File: src/rtl/ex_muldiv_if.sv
// ex_muldiv_if: EX-stage request and HI/LO result bundle for the iterative multiply/divide unit.
interface ex_muldiv_if;
  logic        start;
  logic [1:0]  op;
  logic [31:0] srca;
  logic [31:0] srcb;
  logic        flush;
  logic [31:0] hi;
  logic [31:0] lo;
  logic        busy;
  logic        done;
  logic        div_by_zero;
  modport master (output start, op, srca, srcb, flush, input hi, lo, busy, done, div_by_zero);
  modport slave  (input start, op, srca, srcb, flush, output hi, lo, busy, done, div_by_zero);
endinterface

File: src/rtl/ex_muldiv.sv
// ex_muldiv: 32-iteration MULT/MULTU/DIV/DIVU unit writing HI/LO; MULDIV_FAST_MULT_EN enables a single-cycle multiply path.
module ex_muldiv (
    input logic clk,
    input logic rst,
    ex_muldiv_if.slave m
);
    typedef enum logic [1:0] {IDLE, RUN, FIN} state_t;
    state_t state, state_n;
    logic [1:0]  op_q;
    logic [31:0] a_q, b_q;
    logic [4:0]  cnt;
    logic [63:0] acc;
    logic        accept, in_sgn, q_sgn, q_div, fast_mul;
    logic [31:0] ma, mb, q_mag, r_mag, res_hi, res_lo;
    logic [32:0] t, r, rs;
    logic        ge;
    logic [63:0] mul_n, div_n, mul_res;
    function automatic logic [31:0] mag(input logic [31:0] v, input logic sgn);
        return (sgn && v[31]) ? -v : v;
    endfunction
    assign accept = (state == IDLE) && m.start && !m.flush;
    assign in_sgn = !m.op[0];
    assign q_sgn  = !op_q[0];
    assign q_div  = op_q[1];
    assign ma     = mag(a_q, q_sgn);
    assign mb     = mag(b_q, q_sgn);
    // Shift-add: add the multiplicand into the upper half when the multiplier LSB is set, then shift right.
    assign t      = {1'b0, acc[63:32]} + (acc[0] ? {1'b0, ma} : 33'd0);
    assign mul_n  = {t, acc[31:1]};
    // Restoring divide: bring the next dividend bit into the remainder, subtract the divisor if it fits.
    assign r      = acc[63:31];
    assign ge     = r >= {1'b0, mb};
    assign rs     = r - {1'b0, mb};
    assign div_n  = {ge ? rs[31:0] : r[31:0], acc[30:0], ge};
`ifdef MULDIV_FAST_MULT_EN
    logic [63:0] full;
    assign full     = q_sgn ? 64'($signed({{32{a_q[31]}}, a_q}) * $signed({{32{b_q[31]}}, b_q}))
                            : {32'd0, a_q} * {32'd0, b_q};
    assign fast_mul = !m.op[1];
    assign mul_res  = full;
`else
    assign fast_mul = 1'b0;
    assign mul_res  = (q_sgn && (a_q[31] ^ b_q[31])) ? -acc : acc;
`endif
    assign q_mag  = (q_sgn && (a_q[31] ^ b_q[31])) ? -acc[31:0] : acc[31:0];
    assign r_mag  = (q_sgn && a_q[31]) ? -acc[63:32] : acc[63:32];
    assign res_hi = !q_div ? mul_res[63:32] : (b_q == 32'd0) ? a_q : r_mag;
    assign res_lo = !q_div ? mul_res[31:0]  : (b_q == 32'd0) ? 32'hFFFF_FFFF : q_mag;
    assign m.busy = state != IDLE;
    always_comb begin
        state_n = m.flush ? IDLE :
                  (state == IDLE) ? (m.start ? (fast_mul ? FIN : RUN) : IDLE) :
                  (state == RUN)  ? ((cnt == 5'd31) ? FIN : RUN) : IDLE;
    end
    always_ff @(posedge clk or posedge rst) begin
        if (rst) state <= IDLE;
        else     state <= state_n;
    end
    always_ff @(posedge clk or posedge rst) begin
        if (rst) begin
            op_q          <= 2'd0;
            a_q           <= 32'd0;
            b_q           <= 32'd0;
            cnt           <= 5'd0;
            acc           <= 64'd0;
            m.hi          <= 32'd0;
            m.lo          <= 32'd0;
            m.done        <= 1'b0;
            m.div_by_zero <= 1'b0;
        end else begin
            m.done        <= 1'b0;
            m.div_by_zero <= 1'b0;
            if (accept) begin
                op_q <= m.op;
                a_q  <= m.srca;
                b_q  <= m.srcb;
                cnt  <= 5'd0;
                acc  <= {32'd0, m.op[1] ? mag(m.srca, in_sgn) : mag(m.srcb, in_sgn)};
            end else if (state == RUN && !m.flush) begin
                acc <= q_div ? div_n : mul_n;
                cnt <= cnt + 5'd1;
            end else if (state == FIN && !m.flush) begin
                m.hi          <= res_hi;
                m.lo          <= res_lo;
                m.done        <= 1'b1;
                m.div_by_zero <= q_div && (b_q == 32'd0);
            end
        end
    end
endmodule

File: src/flat_wrapper.sv
// flat-port wrapper written by rule: the top's interface ports become plain ports
module ex_muldiv_flat 
  (clk, rst, m_start, m_op, m_srca, m_srcb, m_flush, m_hi, m_lo, m_busy, m_done, m_div_by_zero);
  ex_muldiv_if m_i ();
  input logic clk;
  input logic rst;
  input wire logic [$bits(m_i.start)-1:0] m_start;
  input wire logic [$bits(m_i.op)-1:0] m_op;
  input wire logic [$bits(m_i.srca)-1:0] m_srca;
  input wire logic [$bits(m_i.srcb)-1:0] m_srcb;
  input wire logic [$bits(m_i.flush)-1:0] m_flush;
  output wire logic [$bits(m_i.hi)-1:0] m_hi;
  output wire logic [$bits(m_i.lo)-1:0] m_lo;
  output wire logic [$bits(m_i.busy)-1:0] m_busy;
  output wire logic [$bits(m_i.done)-1:0] m_done;
  output wire logic [$bits(m_i.div_by_zero)-1:0] m_div_by_zero;
  assign m_i.start = m_start;
  assign m_i.op = m_op;
  assign m_i.srca = m_srca;
  assign m_i.srcb = m_srcb;
  assign m_i.flush = m_flush;
  assign m_hi = m_i.hi;
  assign m_lo = m_i.lo;
  assign m_busy = m_i.busy;
  assign m_done = m_i.done;
  assign m_div_by_zero = m_i.div_by_zero;
  ex_muldiv u_core (.clk(clk), .rst(rst), .m(m_i));
endmodule
File: config.mk
export PLATFORM = sky130hd
export DESIGN_NAME = ex_muldiv_flat
export DESIGN_NICKNAME = d
export VERILOG_FILES = /design/src/rtl/ex_muldiv_if.sv /design/src/rtl/ex_muldiv.sv /design/src/flat_wrapper.sv
export SDC_FILE = /design/constraint.sdc
export NUM_CORES = 1
export LEC_CHECK = 0
export ABC_AREA = 1
export ABC_CLOCK_PERIOD_IN_PS = 24400
export CAP_MARGIN = 20
export CORE_ASPECT_RATIO = 1.25
export CORE_MARGIN = 1.5
export CORE_UTILIZATION = 27
export CTS_CLUSTER_DIAMETER = 40
export CTS_CLUSTER_SIZE = 16
export DETAILED_ROUTE_END_ITERATION = 7
export PLACE_DENSITY_LB_ADDON = 0.08
export SLEW_MARGIN = 10
export SYNTH_ARGS = -nofsm -noshare
export SYNTH_HDL_FRONTEND = slang
export SYNTH_SLANG_ARGS = --single-unit
File: constraint.sdc
create_clock -name clk -period 24.4 [get_ports clk]
set_input_delay 7.32 -clock clk [delete_from_list [all_inputs] [get_ports clk]]
set_output_delay 7.32 -clock clk [all_outputs]
set_load 0.01 [all_outputs]
[Word-level counts from Yosys, hierarchy flattened]
Index checks and enable logic that the tools add are counted.
Widths: inputs -> output; s select.
Cells by class
  add/subtract/negate cells: 10
  magnitude comparators: 1
  eq/ne operators: 3
  muxes and demuxes: 30
  bitwise logic cells: 3
  reductions and logical operators: 18
Operators with widths (number)
  $mux 32: 13
  $mux 64: 4
  $neg 32->32: 6
  $neg 64->64: 1
  $add 32x32->33: 1
  $ge 33x32->1: 1
  $logic_not 32->1: 1
  $sub 32x32->32: 1
  $logic_and 1x1->1: 10
  $mux 5: 2
  $mux 2: 4
  $mux 1: 7
  $add 5x1->5 const B: 1
  $eq 5x5->1 const B: 1
  $reduce_bool 2->1: 2
  $logic_not 1->1: 3
  $reduce_and 3->1: 1
  $eq 2x1->1 const B: 1
  $eq 2x2->1 const B: 1
  $logic_not 2->1: 1
  $not 1->1: 2
  $xor 1x1->1: 1
Storage, ports and cells
  bits in registers: 203
  bits of input ports: 70

[Depth between registers and ports, before layout]
Gate-level depths: netlist of run 1.
  depth in word-level cells: 8
  gate-level depth with buffers: 28
  depth with buffers taken out: 28

[Worst setup path before layout of run 1]
OpenSTA, ideal clock, no wires.
  path type: input -> register
  start: input m_srcb[1]
  end: register u_core.acc[30]
  setup time: 117 ps
  data arrival time: 8649 ps
  data required time: 24283 ps
  slack: 15634 ps
  stages on the path: 13
  cell sequence: inv_1 -> ha_1 -> nand3_2 -> nor3_4 -> nand2_1 -> nor2_2 -> nand3_1 -> nand2_1 -> nand3_1 -> nand3_1 -> nand2_1 -> nand2_1 -> nand2_1
Between the ends
  longest elaborated chain between the ends: 4
RTL lines
  from (decl): line flat_wrapper.sv:10  | input wire logic [$bits(m_i.srcb)-1:0] m_srcb;
  $neg 32->32: line ex_muldiv.sv:19  | return (sgn && v[31]) ? -v : v;
  $mux 32: line ex_muldiv.sv:19
  $mux 32: line ex_muldiv.sv:78  | acc <= {32'd0, m.op[1] ? mag(m.srca, in_sgn) : mag(m.srcb, in_sgn)};
  $mux 64: line ex_muldiv.sv:73  | if (accept) begin
  to (signal assigned): line ex_muldiv.sv:78
  to (signal assigned): line ex_muldiv.sv:80  | acc <= q_div ? div_n : mul_n;
  to (decl): line ex_muldiv.sv:12  | logic [63:0] acc;
No other way between the ends.
A chain may end at the register's enable or synchronous reset.

[Worst setup path in the final report of run 1]
  start: input m_flush
  end: register u_core.acc[51]
Between the ends
  longest elaborated chain between the ends: 3
  elaborated cells on any way between the ends: 5
RTL lines
  from (decl): line flat_wrapper.sv:11  | input wire logic [$bits(m_i.flush)-1:0] m_flush;
  $logic_not 1->1 *: line ex_muldiv.sv:21, ex_muldiv.sv:79
  $logic_and 1x1->1 (on tied branches): line ex_muldiv.sv:21, ex_muldiv.sv:79
  $mux 64 or $reduce_bool 2->1 (tied branches)
Every way passes the cells marked *; elsewhere a longest branch is shown, timed or not.

==> impl_metrics.env, run 1 <==
export IMPL_clk_pin_slew_worst_paths_ps=50
export IMPL_grt_max_degree=95
export IMPL_ys_flop_type="dfrtp_1"
export IMPL_synth_net_count=3657
export IMPL_synth_top_area_cell="dfrtp_1"
export IMPL_yosysUniqueCellTypes=58
export IMPL_multi_input_area_mm2=0.0135
export IMPL_initial_core_util_pct=27.3
export IMPL_async_flop_share_pct=100
export IMPL_avgSynthCellArea_um2=5.90
export IMPL_use_met2_pct=43.8
export IMPL_placed_area_mm2=0.0230
export IMPL_gr_max_usage_layer="met2"
export IMPL_portBuffers=136
export IMPL_grt_pass1_vias=22300
export IMPL_gp_congestion=0.947
export IMPL_grt_total_usage_pct=24.6
export IMPL_drc=0
export IMPL_synthAdderAreaFrac_pct=4.54
export IMPL_p_leak_uw=0.0120
export IMPL_finalHoldViolCount=0
export IMPL_fmax_mhz=103
export IMPL_ctsHoldBuffers=0
export IMPL_setup_tns_ps=0
export IMPL_htreeDepth=2
export IMPL_synthSimpleGateAreaFrac_pct=41.1
export IMPL_clk_latency_ps=580
export IMPL_num_rows=113
export IMPL_finalMaxSlewViolations=0
export IMPL_numCtsBuffers=37
export IMPL_ys_warn_count=0
export IMPL_end_kind="register"
export IMPL_syn2layout_area_growth_pct=17.1
export IMPL_ctsResizeCount=0
export IMPL_clockRootBuffer="clkbuf_16"
export IMPL_die_y_um=313
export IMPL_cp_start_kind="primary input"
export IMPL_netlist_area_mm2=0.0207
export IMPL_synthXorXnorAreaFrac_pct=4.14
export IMPL_cts_setup_buffers=0
export IMPL_synth_area_leaders="dfrtp_1 24%, nand2_1 21%, nand3_1 7.6%"
export IMPL_path_class="in -> reg"
export IMPL_max_slew_margin_pct=26.6
export IMPL_die_area_mm2=0.0785
export IMPL_grt_setup_unrepaired="no"
export IMPL_core_area_mm2=0.0761
export IMPL_status="complete, no violations"
export IMPL_overflow=0
export IMPL_cts_path_max_buffers=3
export IMPL_finalCritPeriodShare_pct=39.9
export IMPL_drt_iter0_drc=1697
export IMPL_cts_tree="built"
export IMPL_setup_viol=0
export IMPL_grt_pass1_wl_um=144000
export IMPL_period_needed_ps=9730
export IMPL_yosysTopAreaCellShare_pct=24.5
export IMPL_ys_seq_area_share_pct=24.5
export IMPL_synth_top_family_by_area="simple AND/OR/NAND/NOR gates"
export IMPL_ant_nets=0
export IMPL_cp_arrival_ps=10140
export IMPL_ys_seq_elements=203
export IMPL_maxCapViolCount=0
export IMPL_seq_area_mm2=0.00508
export IMPL_via_per_inst=5.03
export IMPL_synth_compound_area_share_pct=15.3
export IMPL_num_vias=23100
export IMPL_die_x_um=251
export IMPL_dr_pass1_iters=6
export IMPL_fillers=8659
export IMPL_worst_pin_slew_ps=1100
export IMPL_grt_use_met3_pct=2.52
export IMPL_use_met1_pct=29.8
export IMPL_pin_count=137
export IMPL_wl_um=98200
export IMPL_drive_above_1_share_pct=4.73
export IMPL_wl_per_cell_um=21.4
export IMPL_hold_class="reg -> reg"
export IMPL_vdd_drop_max_uv=42.4
export IMPL_muxShareOfSynthArea_pct=0
export IMPL_required_ps=24800
export IMPL_num_antenna_cells=0
export IMPL_path_max_fanout=63
export IMPL_synth_edf_count=0
export IMPL_fin_skew_ps=59.1
export IMPL_hpwl_um=79300
export IMPL_grt_antenna_before_repair=0
export IMPL_power_density_mw_per_mm2=112
export IMPL_clkSinkCount=203
export IMPL_final_nets=3735
export IMPL_synth_cells=3513
export IMPL_stdcell_area_mm2=0.0243
[per-stage QoR]
stage	hold WS, ps	instances	setup slack [ps]	total power [µW]	util, %
floorplan	433	3513	11540	1600	-
global placement	462	4528	14060	2190	30.2
detailed placement	468	4528	14090	2180	30.2
CTS	475	4595	14670	2740	31.9
global route	489	4596	14440	2940	31.9
finish	475	4596	14670	2720	31.9
[Yosys cell counts (3+ instances only)]
| master | number |
|---|---|
| buf_2 | 22 |
| nand2_2 | 10 |
| a31oi_1 | 4 |
| o221ai_1 | 5 |
| inv_2 | 15 |
| nand3_2 | 7 |
| nor2_2 | 14 |
| nand2_1 | 1140 |
| nor2_4 | 6 |
| nor4_1 | 9 |
| a21boi_1 | 3 |
| nor3_1 | 49 |
| a2bb2oi_1 | 6 |
| nand4_1 | 61 |
| o31ai_1 | 4 |
| o21ai_0 | 288 |
| o21a_1 | 32 |
| dfrtp_1 | 203 |
| xnor2_1 | 19 |
| o21bai_1 | 14 |
| xor2_1 | 79 |
| a21oi_1 | 152 |
| buf_6 | 6 |
| nand3b_1 | 13 |
| buf_4 | 3 |
| inv_1 | 418 |
| clkbuf_1 | 73 |
| or2_2 | 6 |
| o21ai_1 | 40 |
| ha_1 | 72 |
| and3_1 | 3 |
| nor3_2 | 4 |
| o22ai_1 | 4 |
| o211ai_1 | 11 |
| a21o_1 | 5 |
| and2_1 | 4 |
| nor2_1 | 355 |
| nand3_1 | 316 |
| buf_1 | 12 |
[cell families (layout without fill, tap and decap cells)]
group | after synthesis | in the layout
and+or+nand+nor | 2007 | 2007
AOI/OAI and AO/OA | 579 | 579
buffers and inverters | 552 | 658
DFF | 203 | 203
xor gates and xnor gates | 98 | 98
adders and majority gates | 74 | 74
[path summary, 6_finish.rpt]
path / end / startpoint / slack, ps / depth (start not counted)
max: u_core.acc[51] / m_flush / 14670 / 9
max reg2reg: u_core.acc[58] / u_core.op_q[0] / 19610 / 21
min reg2reg: u_core.m.hi[28] / u_core.m.hi[28] / 470 / 2
min: u_core.m.hi[28] / u_core.m.hi[28] / 470 / 2
max in group asynchronous: u_core.op_q[1] / rst / 15300 / 5
min in group asynchronous: u_core.m.hi[30] / rst / 7250 / 2
[registers in the layout (all words and copies together) (netlist names)]
register / count
u_core.a_q: 32
u_core.acc: 64
u_core.b_q: 32
u_core.m.div_by_zero: 1
u_core.cnt: 5
u_core.state: 2
u_core.op_q: 2
u_core.m.hi: 32
u_core.m.done: 1
u_core.m.lo: 32
[worst max-delay path: stages]
cell and delay (ps):
clkdlybuf4s50_1 460, inv_1 150, nand3_4 490, inv_1 170, buf_4 430, nor2_4 40
inv_1 760, nor2_1 70, o21bai_1 190
[where the power goes]
group | switching [µW] | leakage (µW) | internal, µW
clock network | 203 | 0.000622 | 334
registers | 194 | 0.00261 | 401
logic | 1100 | 0.00875 | 492
[placed cells by master (no fill, tap or decap), drive strengths merged]
cell type	n
or2	6
o21ai	331
a41oi	1
nor4	10
o22ai	4
a31oi	4
nor3	55
clkinvlp	2
buf	19
a21oi	154
o21a	32
nand3	323
and2	4
fa	2
and3	3
o221ai	5
bufinv	3
dfrtp	203
a21boi	3
nand4	62
clkdlybuf4s50	136
o2111ai	1
xor2	79
clkinv	11
a22o	2
a2bb2oi	7
xnor2	19
nand2	1153
o21bai	14
nor4b	1
o31ai	4
a21o	5
o41ai	1
clkbuf	45
ha	72
inv	442
nor3b	1
o211ai	11
nand3b	13
nor2	376
[routing by layer]
metal	wire length [µm]	part of all wire, %
met3	3910	4.0
met1	40900	42
met5	0	0
met4	5080	5.2
met2	48400	49
[cell type report]
class | instances | area share [%]
repair buffers | 155 | 6.27
flip-flops and latches | 203 | 20.9
clock buffers | 45 | 4.18
multi-input cells | 2758 | 55.7
clock inverters | 22 | 1.07
inverters | 436 | 6.78
well taps | 977 | 5.03
(Power assumes the default switching activity.)
==> run 2, diff against run 1 <==
--- a/config.mk
+++ b/config.mk
@@ -6,7 +6,7 @@
 export NUM_CORES = 1
 export LEC_CHECK = 0
 export ABC_AREA = 1
-export ABC_CLOCK_PERIOD_IN_PS = 24400
+export ABC_CLOCK_PERIOD_IN_PS = 10200
 export CAP_MARGIN = 20
 export CORE_ASPECT_RATIO = 1.25
 export CORE_MARGIN = 1.5
==> constraint.sdc (replaced) <==
create_clock -name clk -period 10.2 [get_ports clk]
set_input_delay 3.06 -clock clk [delete_from_list [all_inputs] [get_ports clk]]
set_output_delay 3.06 -clock clk [all_outputs]
set_load 0.01 [all_outputs]
==> run 2 against run 1 <==
Wire length about the same. Non-clock buffer count increased by 3. Clock skew decreased by 14 ps. Total power increased by 140%. Clock power increased to 2.6 times the previous value. Register-to-register slack got worse by 14000 ps. Sequential power increased by 130%. Largest power group unchanged.
==> impl_metrics.env, run 2 (synthesis results as in run 1) <==
export IMPL_cts_setup_buffers=0
export IMPL_status="complete, no violations"
export IMPL_path_class="in -> reg"
export IMPL_clk_pin_slew_worst_paths_ps=50
export IMPL_pin_count=137
export IMPL_crit_chain="clkdlybuf4s50_1 -> inv_1 -> nand3_4 -> inv_1 -> buf_4 -> nor2_4 -> buf_4 -> inv_1 -> o22ai_1 -> inv_1 -> nand2_1"
export IMPL_critical_path_slowest_cell="inv_1"
export IMPL_grt_max_degree=124
export IMPL_grt_antenna_before_repair=0
export IMPL_p_leak_uw=0.0121
export IMPL_mostFrequentLayoutCells="1140 x nand2_1, 415 x inv_1, 352 x nor2_1, 314 x nand3_1, 288 x o21ai_0"
export IMPL_setup_tns_ps=0
export IMPL_finalCritPeriodShare_pct=56.6
export IMPL_clk_latency_ps=600
export IMPL_hold_class="reg -> reg"
export IMPL_largest_reg_flops=64
export IMPL_hpwl_um=79500
export IMPL_worst_slack_ps=4420
export IMPL_stdcell_area_mm2=0.0245
export IMPL_grt_setup_unrepaired="no"
export IMPL_grt_use_met3_pct=2.42
export IMPL_final_nets=3743
export IMPL_end_kind="register"
export IMPL_slowest_delay_ps=780
export IMPL_htreeDepth=2
export IMPL_dp_worst_setup_slack_ps=3860
export IMPL_clkSinkCount=203
export IMPL_die_y_um=313
export IMPL_maxCapViolCount=0
export IMPL_drc=0
export IMPL_overflow=0
export IMPL_ant_nets=0
export IMPL_grt_total_usage_pct=24.7
export IMPL_finalHoldViolCount=0
export IMPL_final_common_cell="nand2_1"
export IMPL_regToRegSetupSlack_ps=5440
export IMPL_initial_core_util_pct=27.3
export IMPL_gr_max_usage_layer="met2"
export IMPL_cts_path_max_buffers=3
export IMPL_wl_per_cell_um=21.3
export IMPL_path_max_fanout=64
export IMPL_die_x_um=251
export IMPL_num_antenna_cells=0
export IMPL_num_vias=23000
export IMPL_fmax_mhz=173
export IMPL_use_met1_pct=29.9
export IMPL_largest_register="u_core.acc"
export IMPL_p_total_uw=6620
export IMPL_max_slew_margin_pct=33.8
export IMPL_whs_endpoint="u_core.cnt[3]"
export IMPL_die_area_mm2=0.0785
export IMPL_r2r_end="u_core.acc[40]"
export IMPL_holdPathStages=1
export IMPL_critPathBufInv=7
export IMPL_cp_start_kind="primary input"
export IMPL_drt_iter0_drc=1594
export IMPL_core_area_mm2=0.0761
export IMPL_power_density_mw_per_mm2=271
export IMPL_wl_um=98100
export IMPL_min_from="u_core.cnt[3]"
export IMPL_placed_area_mm2=0.0230
export IMPL_period_needed_ps=5780
export IMPL_required_ps=10680
export IMPL_finalMaxSlewViolations=0
export IMPL_cp_arrival_ps=6250
export IMPL_syn2layout_area_growth_pct=17.9
export IMPL_numCtsBuffers=42
export IMPL_dr_pass1_iters=5
export IMPL_num_rows=113
export IMPL_setup_viol=0
export IMPL_rr_worst_depth=23
export IMPL_vdd_drop_max_uv=126
export IMPL_portBuffers=136
export IMPL_use_met2_pct=44.4
export IMPL_crit_family="buffers and inverters"
export IMPL_drive_above_1_share_pct=5.04
export IMPL_r2r_start="u_core.b_q[1]"
export IMPL_ctsResizeCount=0
export IMPL_worst_pin_slew_ps=993
export IMPL_via_per_inst=4.99
export IMPL_grt_pass1_vias=22400
export IMPL_cpMostUsedCell="inv_1"
export IMPL_cts_tree="built"
export IMPL_gp_congestion=0.929
export IMPL_fin_skew_ps=45.1
export IMPL_grt_pass1_wl_um=144000
export IMPL_clockRootBuffer="clkbuf_16"
export IMPL_ctsHoldBuffers=0
-- run 2: worst max-delay path by stage --
stage                     startpoint        endpoint  cells after the start
after floorplan                  rst   u_core.a_q[0]                      1
after global placement       m_flush  u_core.acc[24]                     11
after detailed placement     m_flush  u_core.acc[24]                     11
after CTS                    m_flush  u_core.acc[53]                     10
after global routing         m_flush  u_core.acc[53]                     10
final                        m_flush  u_core.acc[24]                     11
-- run 2: power by group --
part           switching [µW]  internal, µW  total, µW
logic                    2660          1180       3840
registers                 435           959       1390
clock network             532           854       1390
total                    3620          3000       6620
-- run 2: metal layers --
| layer | part of all wire [%] | vias to the layer above |
|---|---|---|
| met1 | 42 | 10700 |
| met2 | 50 | 578 |
| met4 | 4.5 | 0 |
| met5 | 0 | - |
| met3 | 3.5 | 159 |
| li1 | - | 11600 |
-- run 2: layout make-up --
type                    count  area, µm²
fillers                  8619      51600
multi-input cells        2758      13500
flip-flops and latches    203       5080
inverters                 436       1650
repair buffers            158       1540
well taps                 977       1220
clock buffers              52       1160
clock inverters            26        262
-- run 2: through the flow --
| step | util, % | std cells | hold WS (ps) |
|---|---|---|---|
| 3_3_place_gp | 30.3 | 4532 | 461 |
| 2_1_floorplan | - | 3513 | 433 |
| 5_1_grt | 32.1 | 4610 | 491 |
| 6_report | 32.1 | 4610 | 465 |
| 4_1_cts | 32.1 | 4610 | 467 |
| 3_5_place_dp | 30.3 | 4532 | 462 |
